## src/rtl/apb_master_if.sv

```systemverilog
// APB3 bus between the single requester and its four peripheral slaves.
// Per-slave read data / ready are kept as separate signals so each slave
// drives only its own return path.
interface apb_master_if;
    logic [31:0] PADDR;
    logic [31:0] PWDATA;
    logic        PWRITE;
    logic        PENABLE;
    logic [3:0]  PSEL;
    logic [31:0] PRDATA0;
    logic [31:0] PRDATA1;
    logic [31:0] PRDATA2;
    logic [31:0] PRDATA3;
    logic        PREADY0;
    logic        PREADY1;
    logic        PREADY2;
    logic        PREADY3;

    modport master (
        output PADDR, PWDATA, PWRITE, PENABLE, PSEL,
        input  PRDATA0, PRDATA1, PRDATA2, PRDATA3,
        input  PREADY0, PREADY1, PREADY2, PREADY3
    );

    modport slave (
        input  PADDR, PWDATA, PWRITE, PENABLE, PSEL,
        output PRDATA0, PRDATA1, PRDATA2, PRDATA3,
        output PREADY0, PREADY1, PREADY2, PREADY3
    );
endinterface

```

## src/rtl/apb_master.sv

```systemverilog
// Single-channel APB3 requester: turns one-shot core requests into
// SETUP/ACCESS transfers to one of four 4 KB slave windows, with a
// wait-state timeout and an unmapped-address error path.
module apb_master #(
    parameter int          TIMEOUT = 16,
    parameter logic [19:0] BASE_HI = 20'h10000
) (
    input  logic        PCLK,
    input  logic        PRESET,
    input  logic        transfer,
    input  logic        write,
    input  logic [31:0] addr,
    input  logic [31:0] wdata,
    output logic [31:0] rdata,
    output logic        ready,
    output logic        err,
    apb_master_if.master apb
);
    localparam int CW = $clog2(TIMEOUT) + 1;

    typedef enum logic [1:0] {IDLE, SETUP, ACCESS, DONE} state_t;

    state_t        state, state_nxt;
    logic [1:0]    idx;
    logic [CW-1:0] cnt;
    logic [31:0]   paddr, pwdata;
    logic          pwrite;

    // Window offset from the base; wrapping subtraction makes anything below
    // the base land far above 3, so one compare covers both sides.
    logic [19:0] off;
    logic        mapped;
    assign off    = addr[31:12] - BASE_HI;
    assign mapped = (off < 20'd4);

    logic [3:0]  pready_v;
    logic [31:0] prdata_v [4];
    logic        sel_ready;
    logic [31:0] sel_rdata;
    logic        timeout;

    // Gather per-slave returns so only the latched select is ever looked at.
    always_comb begin
        pready_v    = {apb.PREADY3, apb.PREADY2, apb.PREADY1, apb.PREADY0};
        prdata_v[0] = apb.PRDATA0;
        prdata_v[1] = apb.PRDATA1;
        prdata_v[2] = apb.PRDATA2;
        prdata_v[3] = apb.PRDATA3;
        sel_ready   = pready_v[idx];
        sel_rdata   = prdata_v[idx];
    end

    assign timeout = (cnt == CW'(TIMEOUT - 1));

    // State register.
    always_ff @(posedge PCLK or negedge PRESET) begin
        if (!PRESET) state <= IDLE;
        else         state <= state_nxt;
    end

    // Next-state: PREADY is tested before the timeout so a same-cycle
    // arrival completes normally.
    always_comb begin
        state_nxt = state;
        case (state)
            IDLE:   if (transfer) state_nxt = mapped ? SETUP : DONE;
            SETUP:  state_nxt = ACCESS;
            ACCESS: if (sel_ready || timeout) state_nxt = DONE;
            DONE:   state_nxt = IDLE;
            default: state_nxt = IDLE;
        endcase
    end

    // Request capture, wait counter and completion status.
    always_ff @(posedge PCLK or negedge PRESET) begin
        if (!PRESET) begin
            paddr  <= '0;
            pwdata <= '0;
            pwrite <= 1'b0;
            idx    <= '0;
            cnt    <= '0;
            rdata  <= '0;
            err    <= 1'b0;
        end else begin
            case (state)
                IDLE: if (transfer) begin
                    if (mapped) begin
                        paddr  <= addr;
                        pwdata <= wdata;
                        pwrite <= write;
                        idx    <= off[1:0];
                        cnt    <= '0;
                    end else begin
                        err    <= 1'b1;
                        rdata  <= '0;
                    end
                end
                ACCESS: begin
                    // Saturate rather than wrap; the timeout exit keeps it in range anyway.
                    if (cnt != {CW{1'b1}}) cnt <= cnt + CW'(1);
                    if (sel_ready) begin
                        rdata <= pwrite ? 32'd0 : sel_rdata;
                        err   <= 1'b0;
                    end else if (timeout) begin
                        rdata <= '0;
                        err   <= 1'b1;
                    end
                end
                DONE:    err <= 1'b0;
                default: ;
            endcase
        end
    end

    assign ready       = (state == DONE);
    assign apb.PSEL    = (state == SETUP || state == ACCESS) ? (4'b0001 << idx) : 4'b0000;
    assign apb.PENABLE = (state == ACCESS);
    assign apb.PADDR   = paddr;
    assign apb.PWDATA  = pwdata;
    assign apb.PWRITE  = pwrite;
endmodule
```

## src/flat_wrapper.sv

```systemverilog
// flat-port wrapper written by rule: the top's interface ports become plain ports
module apb_master_flat 
#(
    parameter int          TIMEOUT = 16,
    parameter logic [19:0] BASE_HI = 20'h10000
)
  (PCLK, PRESET, transfer, write, addr, wdata, rdata, ready, err, apb_PADDR, apb_PWDATA, apb_PWRITE, apb_PENABLE, apb_PSEL, apb_PRDATA0, apb_PRDATA1, apb_PRDATA2, apb_PRDATA3, apb_PREADY0, apb_PREADY1, apb_PREADY2, apb_PREADY3);
  apb_master_if apb_i ();
  input  logic PCLK;
  input  logic PRESET;
  input  logic transfer;
  input  logic write;
  input  logic [31:0] addr;
  input  logic [31:0] wdata;
  output logic [31:0] rdata;
  output logic ready;
  output logic err;
  output wire logic [$bits(apb_i.PADDR)-1:0] apb_PADDR;
  output wire logic [$bits(apb_i.PWDATA)-1:0] apb_PWDATA;
  output wire logic [$bits(apb_i.PWRITE)-1:0] apb_PWRITE;
  output wire logic [$bits(apb_i.PENABLE)-1:0] apb_PENABLE;
  output wire logic [$bits(apb_i.PSEL)-1:0] apb_PSEL;
  input wire logic [$bits(apb_i.PRDATA0)-1:0] apb_PRDATA0;
  input wire logic [$bits(apb_i.PRDATA1)-1:0] apb_PRDATA1;
  input wire logic [$bits(apb_i.PRDATA2)-1:0] apb_PRDATA2;
  input wire logic [$bits(apb_i.PRDATA3)-1:0] apb_PRDATA3;
  input wire logic [$bits(apb_i.PREADY0)-1:0] apb_PREADY0;
  input wire logic [$bits(apb_i.PREADY1)-1:0] apb_PREADY1;
  input wire logic [$bits(apb_i.PREADY2)-1:0] apb_PREADY2;
  input wire logic [$bits(apb_i.PREADY3)-1:0] apb_PREADY3;
  assign apb_PADDR = apb_i.PADDR;
  assign apb_PWDATA = apb_i.PWDATA;
  assign apb_PWRITE = apb_i.PWRITE;
  assign apb_PENABLE = apb_i.PENABLE;
  assign apb_PSEL = apb_i.PSEL;
  assign apb_i.PRDATA0 = apb_PRDATA0;
  assign apb_i.PRDATA1 = apb_PRDATA1;
  assign apb_i.PRDATA2 = apb_PRDATA2;
  assign apb_i.PRDATA3 = apb_PRDATA3;
  assign apb_i.PREADY0 = apb_PREADY0;
  assign apb_i.PREADY1 = apb_PREADY1;
  assign apb_i.PREADY2 = apb_PREADY2;
  assign apb_i.PREADY3 = apb_PREADY3;
  apb_master #(.TIMEOUT(TIMEOUT), .BASE_HI(BASE_HI)) u_core (.PCLK(PCLK), .PRESET(PRESET), .transfer(transfer), .write(write), .addr(addr), .wdata(wdata), .rdata(rdata), .ready(ready), .err(err), .apb(apb_i));
endmodule
```

## config.mk

```make
export PLATFORM = sky130hd
export DESIGN_NAME = apb_master_flat
export DESIGN_NICKNAME = d
export VERILOG_FILES = /design/src/rtl/apb_master_if.sv /design/src/rtl/apb_master.sv /design/src/flat_wrapper.sv
export SDC_FILE = /design/constraint.sdc
export NUM_CORES = 1
export LEC_CHECK = 0
export ABC_AREA = 0
export BUFFER_PORTS_ARGS = -buffer_cell sky130_fd_sc_hd__buf_2
export CAP_MARGIN = 25
export CORE_ASPECT_RATIO = 1.25
export CORE_MARGIN = 2
export CORE_UTILIZATION = 40
export DETAILED_ROUTE_END_ITERATION = 8
export GPL_ROUTABILITY_DRIVEN = 0
export PLACE_DENSITY = 0.84
export SYNTH_ARGS = -nofsm -noshare
export SYNTH_HDL_FRONTEND = slang
export SYNTH_SLANG_ARGS = --single-unit
```

## constraint.sdc

```tcl
create_clock -name PCLK -period 1.85 [get_ports PCLK]
set_input_delay 0.2775 -clock PCLK [delete_from_list [all_inputs] [get_ports PCLK]]
set_output_delay 0.2775 -clock PCLK [all_outputs]
set_load 0.05 [all_outputs]
```

==> results, run 1 <==
- The flow ran to the end, but the final reports show violations.
- The checks that failed: negative setup slack.
- The post-synthesis average cell area is ~13 um^2.
- The total core area is 13170 um^2.
- Compared with the post-synthesis result, the final layout area differs by 49.46%.
- For this run, the detailed router's first-pass iteration total came to 4.
- The share of total power in combinational logic is ~50%.
- The critical path startpoint category is a flip-flop.
- For this run, the leading register cell type out of synthesis is sky130_fd_sc_hd__dfrtp_1.
- The number of antenna violations at the first check in global routing was 0.
- The total routing usage reported by global routing is around 22%.
- The clock tree from TritonCTS is yes.
- Sequential elements use between 40% and 50% of the synthesized area.
- The tool flagged a number of max-cap violations equal to 0.
- The total power of the final layout is 9880 uW.
- The synthesized instance count is 398.
- The part of the cycle the worst path needs is 104.8%.
- The number of pins exceeding their max-slew limit in the final report is 0.
- The clock tree root driver cell is sky130_fd_sc_hd__clkbuf_16.
- The clock sink count is 105.
- The critical path data arrival time is ~2.2 ns.
- Of the total power, the clock network draws between 10% and 20%.
- The analysis attributes to cell leakage a power of between 0.004 and 0.005 uW.
- The count of input and output buffers is approximately 300.
- Clock-pin slew was measured on the worst setup and hold paths at about 0.080 ns.
- The element type at the critical path end is a flip-flop.
- The floorplan row count is 47.
- Summed over all nets, the switching power comes to around 4200 uW.
- In the routed layout, each cell is associated on average with a via count of around 5.
- The required time at the endpoint of the critical path is between 2 and 2.5 ns.
- The filler cells instantiated in the layout total between 1000 and 1500.
- Entering global routing, the biggest net connects 49 pins.
- The cell type contributing the most total cell area after synthesis is sky130_fd_sc_hd__dfrtp_1.
- The number of global-route vias before repair is ~4800.
- The first global-routing pass estimated roughly 24000 um of wire.
- The total length of routed wires is between 15000 and 20000 um.
- The total via count after detailed routing is 4583.
- At the end of the flow, the number of nets in the layout was ~950.
- Headroom to the max-slew limit came out at 73.65%.
- For this run, asynchronously set or reset flops after synthesis account for between 90% and 100%.
- The die outline height is around 130 um.
- The final-report setup violation count is 28.
- The top-area cell type share of the netlist area is between 40% and 50%.
- The critical setup path kind is flip-flop to flip-flop.
- The yosys synthesis warning count is 0.
- The post-synthesis register bit count is between 100 and 150.
- The min-delay analysis places its worst path in the category primary input to flip-flop.
- The die is ~110 um wide.
- The area of the die is 14370 um^2.
- The cell internal power dissipation is 5712 uW.
- The post-route antenna net violation count is 0.
- The number of design rule violations left after detail routing is 0.
- The longest clock path from root to sink contains 2 buffers.
- The number of buffers added by the clock tree synthesis step is 9.
- After detailed routing, the average wire length per cell comes to about 17 um.
- Cells with a size suffix above 1 make up between 60 and 70% of the layout.
- The number of nets handed over by synthesis was about 610.
- In this run, the number of DRC markers left after iteration 0 of detailed routing was about 180.
- The number of synthesized flops with an enable pin is 0.
- Of the total power, the share spent switching nets is 42.18%.
- The final count of hold timing violations was 0.
- The routed design could run at a clock period as short as between 1.5 and 2 ns.
- At the pin with the least slew margin, the transition time is approximately 0.4 ns.
- Summing every instance area after synthesis gives between 5000 and 6000 um^2.
- Based on the critical path, the design can be clocked at up to 515.6 MHz.
- The HPWL reported at the end of detailed placement is approximately 12000 um.
- The total grt overflow is 0.
- For this design the top-level I/O count stands at 304.
- Sequential cells account for between 20 and 30% of the total power.
- The power density over the cells is around 1200 nW/um^2.
- The largest clock skew in the final design is approximately 0.0086 ns.
- The number of antenna repair diodes is 0.
- In the post-synthesis netlist, the biggest area contributors are sky130_fd_sc_hd__dfrtp_1, sky130_fd_sc_hd__mux4_2, sky130_fd_sc_hd__mux2_4.
- In this run the worst path has a maximum fanout of 7.
- The H-tree was split into 3 levels.
- The clock latency on the worst-skew pair is 0.34 ns.
- IR analysis of the VDD net gives a maximum drop of 634.9 uV.
- The worst-case setup margin in the final layout is -0.08944 ns.
- Setup repair after global routing could not meet its margin everywhere.
- The minimum hold slack is between 0.15 and 0.2 ns.
- The initial utilization of the core area, before any placement, comes to between 40% and 50%.
- The count of different cell masters after synthesis is 42.
[power groups by stage]
stage / clock [uW] / combinational, uW / sequential, uW
detailed placement: 0 / 3710 / 2940
finish: 1880 / 5060 / 2940
floorplan: 0 / 1330 / 4070
global placement: 0 / 3640 / 2910
CTS: 1930 / 4930 / 2920
global route: 2030 / 5350 / 2980
[what timing repair did]
action                     CTS  global route
hold buffers                 1             0
gates cloned                 6             0
setup buffers               11             4
hold endpoints to repair    24             0
setup endpoints to repair   34            39
pin swaps                   14             6
gates resized for setup     49            24
[cell usage in the layout, fill, tap and decap left out, types with 2 or more instances in the layout]
master / count
sky130_fd_sc_hd__o21ai_0: 13
sky130_fd_sc_hd__inv_1: 5
sky130_fd_sc_hd__ha_4: 3
sky130_fd_sc_hd__a21oi_1: 2
sky130_fd_sc_hd__nor4_2: 2
sky130_fd_sc_hd__buf_2: 297
sky130_fd_sc_hd__inv_8: 2
sky130_fd_sc_hd__nand2b_1: 34
sky130_fd_sc_hd__buf_6: 3
sky130_fd_sc_hd__mux2i_1: 2
sky130_fd_sc_hd__ha_1: 4
sky130_fd_sc_hd__mux4_2: 33
sky130_fd_sc_hd__mux2_4: 40
sky130_fd_sc_hd__nor2b_1: 17
sky130_fd_sc_hd__buf_4: 39
sky130_fd_sc_hd__o21ai_2: 4
sky130_fd_sc_hd__clkbuf_16: 9
sky130_fd_sc_hd__mux2_2: 9
sky130_fd_sc_hd__nand2_2: 12
sky130_fd_sc_hd__buf_12: 10
sky130_fd_sc_hd__nand3_1: 4
sky130_fd_sc_hd__dfrtp_2: 2
sky130_fd_sc_hd__o21ai_1: 18
sky130_fd_sc_hd__dfrtp_1: 103
sky130_fd_sc_hd__nand2_4: 4
sky130_fd_sc_hd__buf_16: 5
sky130_fd_sc_hd__and3_1: 2
sky130_fd_sc_hd__nand2_1: 24
sky130_fd_sc_hd__nor2_4: 2
sky130_fd_sc_hd__nor2_1: 8
sky130_fd_sc_hd__inv_6: 3
[worst paths after layout]
kind / startpoint / end / slack (ns) / cells past startpoint
worst max-delay path: u_core.cnt[0] / u_core.rdata[30] / -0.09 / 11
worst min-delay path: wdata[24] / u_core.apb.PWDATA[24] / 0.15 / 2
min in group asynchronous: PRESET / u_core.apb.PWDATA[24] / 0.39 / 2
worst max register to register: u_core.cnt[0] / u_core.rdata[30] / -0.09 / 11
max in group asynchronous: PRESET / u_core.rdata[9] / 0.84 / 3
worst min register to register: u_core.apb.PADDR[28] / u_core.apb.PADDR[28] / 0.47 / 1
[routing by layer]
metal	up-vias	track usage (%)	wire length [um]
met5	-	0	0
met4	0	8.761	400
met3	31	3.033	1003
met2	218	38.36	8293
met1	2224	27.54	6268
li1	2110	-	-
[per-stage QoR]
stage	TNS (ns)	worst slack (ns)	utilization [%]	std cells	cell area, um^2
5_1_grt	-4.185	-0.1588	60.93	915	8026
4_1_cts	-2.014	-0.09737	60.36	913	7951
2_1_floorplan	0	0.0004743	-	398	5408
6_report	-1.586	-0.08944	60.93	915	8026
3_3_place_gp	-4.402	-0.09711	55.34	879	7289
3_5_place_dp	-6.957	-0.1323	55.34	879	7289
[synthesized netlist by cell type (all sizes together), types with 2 or more instances]
| master | n |
|---|---|
| nor2b | 17 |
| clkbuf | 10 |
| ha | 8 |
| mux2i | 2 |
| inv | 5 |
| buf | 16 |
| a21oi | 2 |
| o21ai | 36 |
| nand2 | 40 |
| nor4 | 2 |
| dfrtp | 105 |
| nor2 | 10 |
| mux4 | 33 |
| nor4b | 2 |
| nand2b | 35 |
| mux2 | 49 |
| and3 | 4 |
| nand3 | 4 |
| or2 | 2 |
[layout make-up]
| cell class | instances | area (um^2) | area share [%] |
|---|---|---|---|
| well taps | 171 | 214.0 | 2.666 |
| inverters | 5 | 18.77 | 0.2338 |
| clock buffers | 10 | 239.0 | 2.977 |
| flip-flops and latches | 105 | 2630 | 32.77 |
| clock inverters | 6 | 57.56 | 0.7171 |
| repair buffers | 356 | 2176 | 27.11 |
| multi-input cells | 262 | 2691 | 33.53 |
[cells by family after synthesis]
group / after synthesis / synth area share, %
buffers and inverters: 31 / 3.984
AND/OR/NAND/NOR: 122 / 12.53
multiplexers: 84 / 27.28
AO/OA/AOI/OAI: 48 / 5.406
flip-flops: 105 / 48.93
adder cells (fa/ha/maj): 8 / 1.864
[registers in the layout, summed over array words and instances, names as in the netlist]
signal and cells:
u_core.cnt 5, u_core.apb.PWRITE 1, u_core.err 1, u_core.rdata 32
u_core.apb.PADDR 32, u_core.apb.PWDATA 32, u_core.state 2
[worst max-delay path, cell delays in order, from the launching register on]
cell                       delay (ns)
sky130_fd_sc_hd__dfrtp_1         0.39
sky130_fd_sc_hd__ha_2            0.20
sky130_fd_sc_hd__and3_4          0.16
sky130_fd_sc_hd__ha_4            0.15
sky130_fd_sc_hd__nand2b_4        0.13
sky130_fd_sc_hd__o21a_1          0.20
sky130_fd_sc_hd__o21ai_4         0.13
sky130_fd_sc_hd__buf_12          0.15
sky130_fd_sc_hd__buf_8           0.11
sky130_fd_sc_hd__buf_16          0.12
sky130_fd_sc_hd__nand2_1         0.05
sky130_fd_sc_hd__o21ai_1         0.07
(Power assumes the default switching activity.)
==> inputs of run 2 (changes only) <==
ABC_AREA = 1   (was 0)
ABC_CLOCK_PERIOD_IN_PS = 1850   (was not set)
CORE_UTILIZATION = 41   (was 40)
==> results, run 2 <==
- The signal on the critical path passes through inv_2, ha_4, clkinvlp_4, nor3_2, buf_6.
- The part of the cycle the worst path needs is 102.6%.
- The share of the yosys chip area belonging to registers is 46.43%.
- Summing every instance area after synthesis gives between 5000 and 6000 um^2.
- The element type at the critical path end is a primary output.
- The share of total power dissipated in the clock network is between 20% and 30%.
- The most common library cell in the layout ignoring fill and taps is sky130_fd_sc_hd__nand2_1.
- The most numerous cell in the Yosys netlist is sky130_fd_sc_hd__nand2_1.
- Across the run, the number of max-cap violations was 0.
- The yosys synthesis warning count is 0.
- Between clock sinks in the finished design, the worst skew comes to 0.007940 ns.
- The clock-pin slew of the registers on the worst-case setup and hold paths is 0.08 ns.
- The share of total power dissipated in combinational logic is 47.7%.
- The clock tree from TritonCTS is yes.
- Setup repair after global routing could not meet its margin everywhere.
- The die span in x is about 110 um.
- The total grt overflow is 0.
- STA puts the critical path data required time at about 1.6 ns.
- The number of global-route vias before repair is between 5000 and 6000.
- Across the VDD grid, the largest voltage drop is roughly 680 uV.
- The reported leakage power is a little under 0.005 uW.
- The number of buffers added by the clock tree synthesis step is 9.
- Summed over its instances, the top area cell type makes up a little under half of the synthesized netlist area.
- The run finished, with violations left.
- Sorting the synthesized cells by how often they occur yields sky130_fd_sc_hd__nand2_1, sky130_fd_sc_hd__dfrtp_1, sky130_fd_sc_hd__nand4_1, sky130_fd_sc_hd__nor2_1, sky130_fd_sc_hd__buf_2.
- The worst-case setup margin in the final layout is -0.04873 ns.
- The cell type contributing the most total cell area after synthesis is sky130_fd_sc_hd__dfrtp_1.
- For this run, global-route usage on met1 was measured as about 29%.
- The power density over the cells is around 1100 nW/um^2.
- The total routing usage reported by global routing is approximately a quarter.
- The first global-routing pass estimated approximately 28000 um of wire.
- Derived from the worst setup path, the maximum achievable clock frequency is about 530 MHz.
- The number of pins exceeding their max-slew limit in the final report is 0.
- The clock net in this run drives a total of between 100 and 150 sinks.
- The library cells used most frequently in the layout, excluding fill and tap cells, are sky130_fd_sc_hd__nand2_1, sky130_fd_sc_hd__buf_2, sky130_fd_sc_hd__dfrtp_1.
- By area the synthesized netlist is led by sky130_fd_sc_hd__dfrtp_1, sky130_fd_sc_hd__nand2_1, sky130_fd_sc_hd__nand4_1.
- The floorplan row count is 48.
- The share of total power dissipated in sequential elements is a little under a third.
- The longest individual stage delay on the worst path is 0.38 ns.
- Once the floorplan was initialized, standard cells occupied 41.51% of the core.
- The largest fanout on the critical path is 5.
- In the final routed layout, each cell accounts on average for about 14 um.
- The number of H-tree levels is 3.
- Among all flip-flop cells after synthesis, the most frequent one is sky130_fd_sc_hd__dfrtp_1.
- The clock tree root driver cell is sky130_fd_sc_hd__clkbuf_16.
- For this run, design rule violations remaining after detail routing come to 0.
- For this run, asynchronously set or reset flops after synthesis account for 100.0%.
- The critical path startpoint category is a flip-flop.
- After synthesis, the netlist uses 23 different library cells.
- Counting every net in the synthesized netlist gives about 1000.
- For this block, the initial DRC count from the detailed router was ~260.
- The die covers around 15000 um^2.
- For this design, the slowest cell found on the critical path is sky130_fd_sc_hd__dfrtp_1.
- The post-route antenna net violation count is 0.
- The critical path is of the flip-flop to primary output type.
- The longest clock path from root to sink contains 2 buffers.
- The worst pin sits at a relative slew slack of between 60 and 70%.
- The kind of path behind the tightest hold check is primary input to flip-flop.
- The post-synthesis register bit count is about 110.
- The die outline height is about 140 um.
- The slew of the pin with the lowest slew margin is 0.5509 ns.
- The largest net degree at the start of global routing is 66.
- Internal power comes to slightly below 5000 uW.
- The final reports fail on negative setup slack.
- The design draws ~9000 uW.
- The number of cell instances on the worst register-to-register path is 10.
- The net load switching power is 4114 uW.
- The post-synthesis average cell area is approximately 7 um^2.
- The area added between synthesis and finish is 39.73%.
- The number of nets in the finished design is 1293.
- Global routing used 6.157% of the available met3 tracks.
- Summed over all nets, the half-perimeter wirelength after detailed placement is 13410 um.
- In this run switching power makes up a little under half of total power.
- The post-layout utilization of the core is between 50% and 60%.
- The total length of routed wires is roughly 18000 um.
- The number of antenna violations at the first check in global routing is 1.
- The critical path data arrival time is roughly 1.6 ns.
- The final count of hold timing violations is 0.
- The count of cells along the worst hold path is 3.
- The via density per instance is 4.916.
- The global routing stage identified its most utilized layer as met2.
- The routed layout has 6224 vias.
- The met2 usage in global routing is 41.51%.
- In this run the standard cell core region covers 13630 um^2.
- The number of primary I/O pins is ~300.
- In this run the tool buffered the top-level ports with about 300 buffer cells.
- The fraction of final layout cells sized beyond drive strength 1 is between 30% and 40%.
- The later pin in the worst-skew pair is clocked with a latency of roughly 0.35 ns.
- Setup violations remaining at the end of the flow were counted as 4.
- After technology mapping, the gate count stands at about 790.
- The total iterations of the first detailed-routing run is 6.
- Subtracting the final worst setup slack from the clock period gives between 1.5 and 2 ns.
- Yosys mapped a number of flops with a built-in enable equal to 0.
## run 2: cell count changes in the layout (fill, tap and decap cells not counted), sizes merged, moves of 33 or more
cell / previous run / this run
mux4: 33 / 0
nand2b: 35 / 0
nand2: 40 / 402
nand4: 1 / 81
nor2: 10 / 86
mux2: 49 / 0
## run 2: kinds of logic (layout without fill, tap and decap cells)
| family | after synthesis | count (layout) | synth area share [%] |
|---|---|---|---|
| flip-flops | 105 | 105 | 46.43 |
| AND/OR/NAND/NOR | 586 | 586 | 43.75 |
| other | 0 | 1 | 0 |
| adder cells (fa/ha/maj) | 8 | 8 | 1.769 |
| buffers and inverters | 85 | 381 | 6.898 |
| AO/OA/AOI/OAI | 10 | 10 | 1.150 |
## run 2: what timing repair did
item / in CTS / in global routing
pin swaps: 2 / 5
hold endpoints to repair: 64 / 0
hold buffers: 1 / 0
endpoints found under the setup margin: 4 / 42
gates resized for setup: 17 / 5
buffers inserted: 5 / 5
cloned: 0 / 1
## run 2: path summary, 6_finish.rpt
kind	endpoint	start	slack (ns)
max in group asynchronous	u_core.rdata[13]	PRESET	0.89
min in group asynchronous	u_core.apb.PADDR[0]	PRESET	0.45
worst min register to register	u_core.apb.PADDR[14]	u_core.apb.PADDR[14]	0.47
worst min-delay path	u_core.apb.PADDR[3]	addr[3]	0.17
worst max-delay path	apb_PSEL[2]	u_core.state[1]	-0.05
worst max register to register	u_core.state[0]	u_core.cnt[0]	0.11
## run 2: stage by stage
step | setup WS (ns) | cells | TNS, ns | instance area, um^2 | hold slack (ns)
finish | -0.04873 | 1266 | -0.1543 | 7908 | 0.1689
global route | -0.08509 | 1265 | -0.2979 | 7905 | 0.1764
CTS | -0.08590 | 1259 | -0.1631 | 7825 | 0.1603
detailed placement | 0.03832 | 1237 | 0 | 7428 | 0.3036
global placement | 0.1136 | 1237 | 0 | 7428 | 0.3005
floorplan | -0.01557 | 794 | -0.01557 | 5679 | -0.01809
## run 2: power groups by stage
| stage | clock network [uW] | registers [uW] | logic, uW |
|---|---|---|---|
| 4_1_cts | 1930 | 2840 | 4020 |
| 6_report | 1880 | 2840 | 4300 |
| 5_1_grt | 2010 | 2870 | 4570 |
| 3_3_place_gp | 0 | 2890 | 3710 |
| 3_5_place_dp | 0 | 2870 | 3790 |
| 2_1_floorplan | 0 | 3880 | 1570 |
## run 2: cell type report
class | instances | area (um^2)
fill | 1283 | 5725
clock inverter | 6 | 62.56
tap | 175 | 219.0
clock buffer | 10 | 229.0
timing repair buffer | 332 | 1933
inverter | 33 | 127.6
sequential | 105 | 2629
multi-input combinational | 604 | 2705
antenna | 1 | 2.502
## run 2: routing by layer
layer / share of wire [%] / up-vias
met1: 40 / 2848
met2: 50 / 260
li1: - / 3092
met5: 0 / -
met4: 1.7 / 0
met3: 8.4 / 24
## run 2: critical path, delay by kind of cell (launching register included)
kind / cells / cell delay [ns]
flops: 1 / 0.38
simple gates: 1 / 0.18
buf+inv: 3 / 0.43
fa+ha+maj: 1 / 0.27
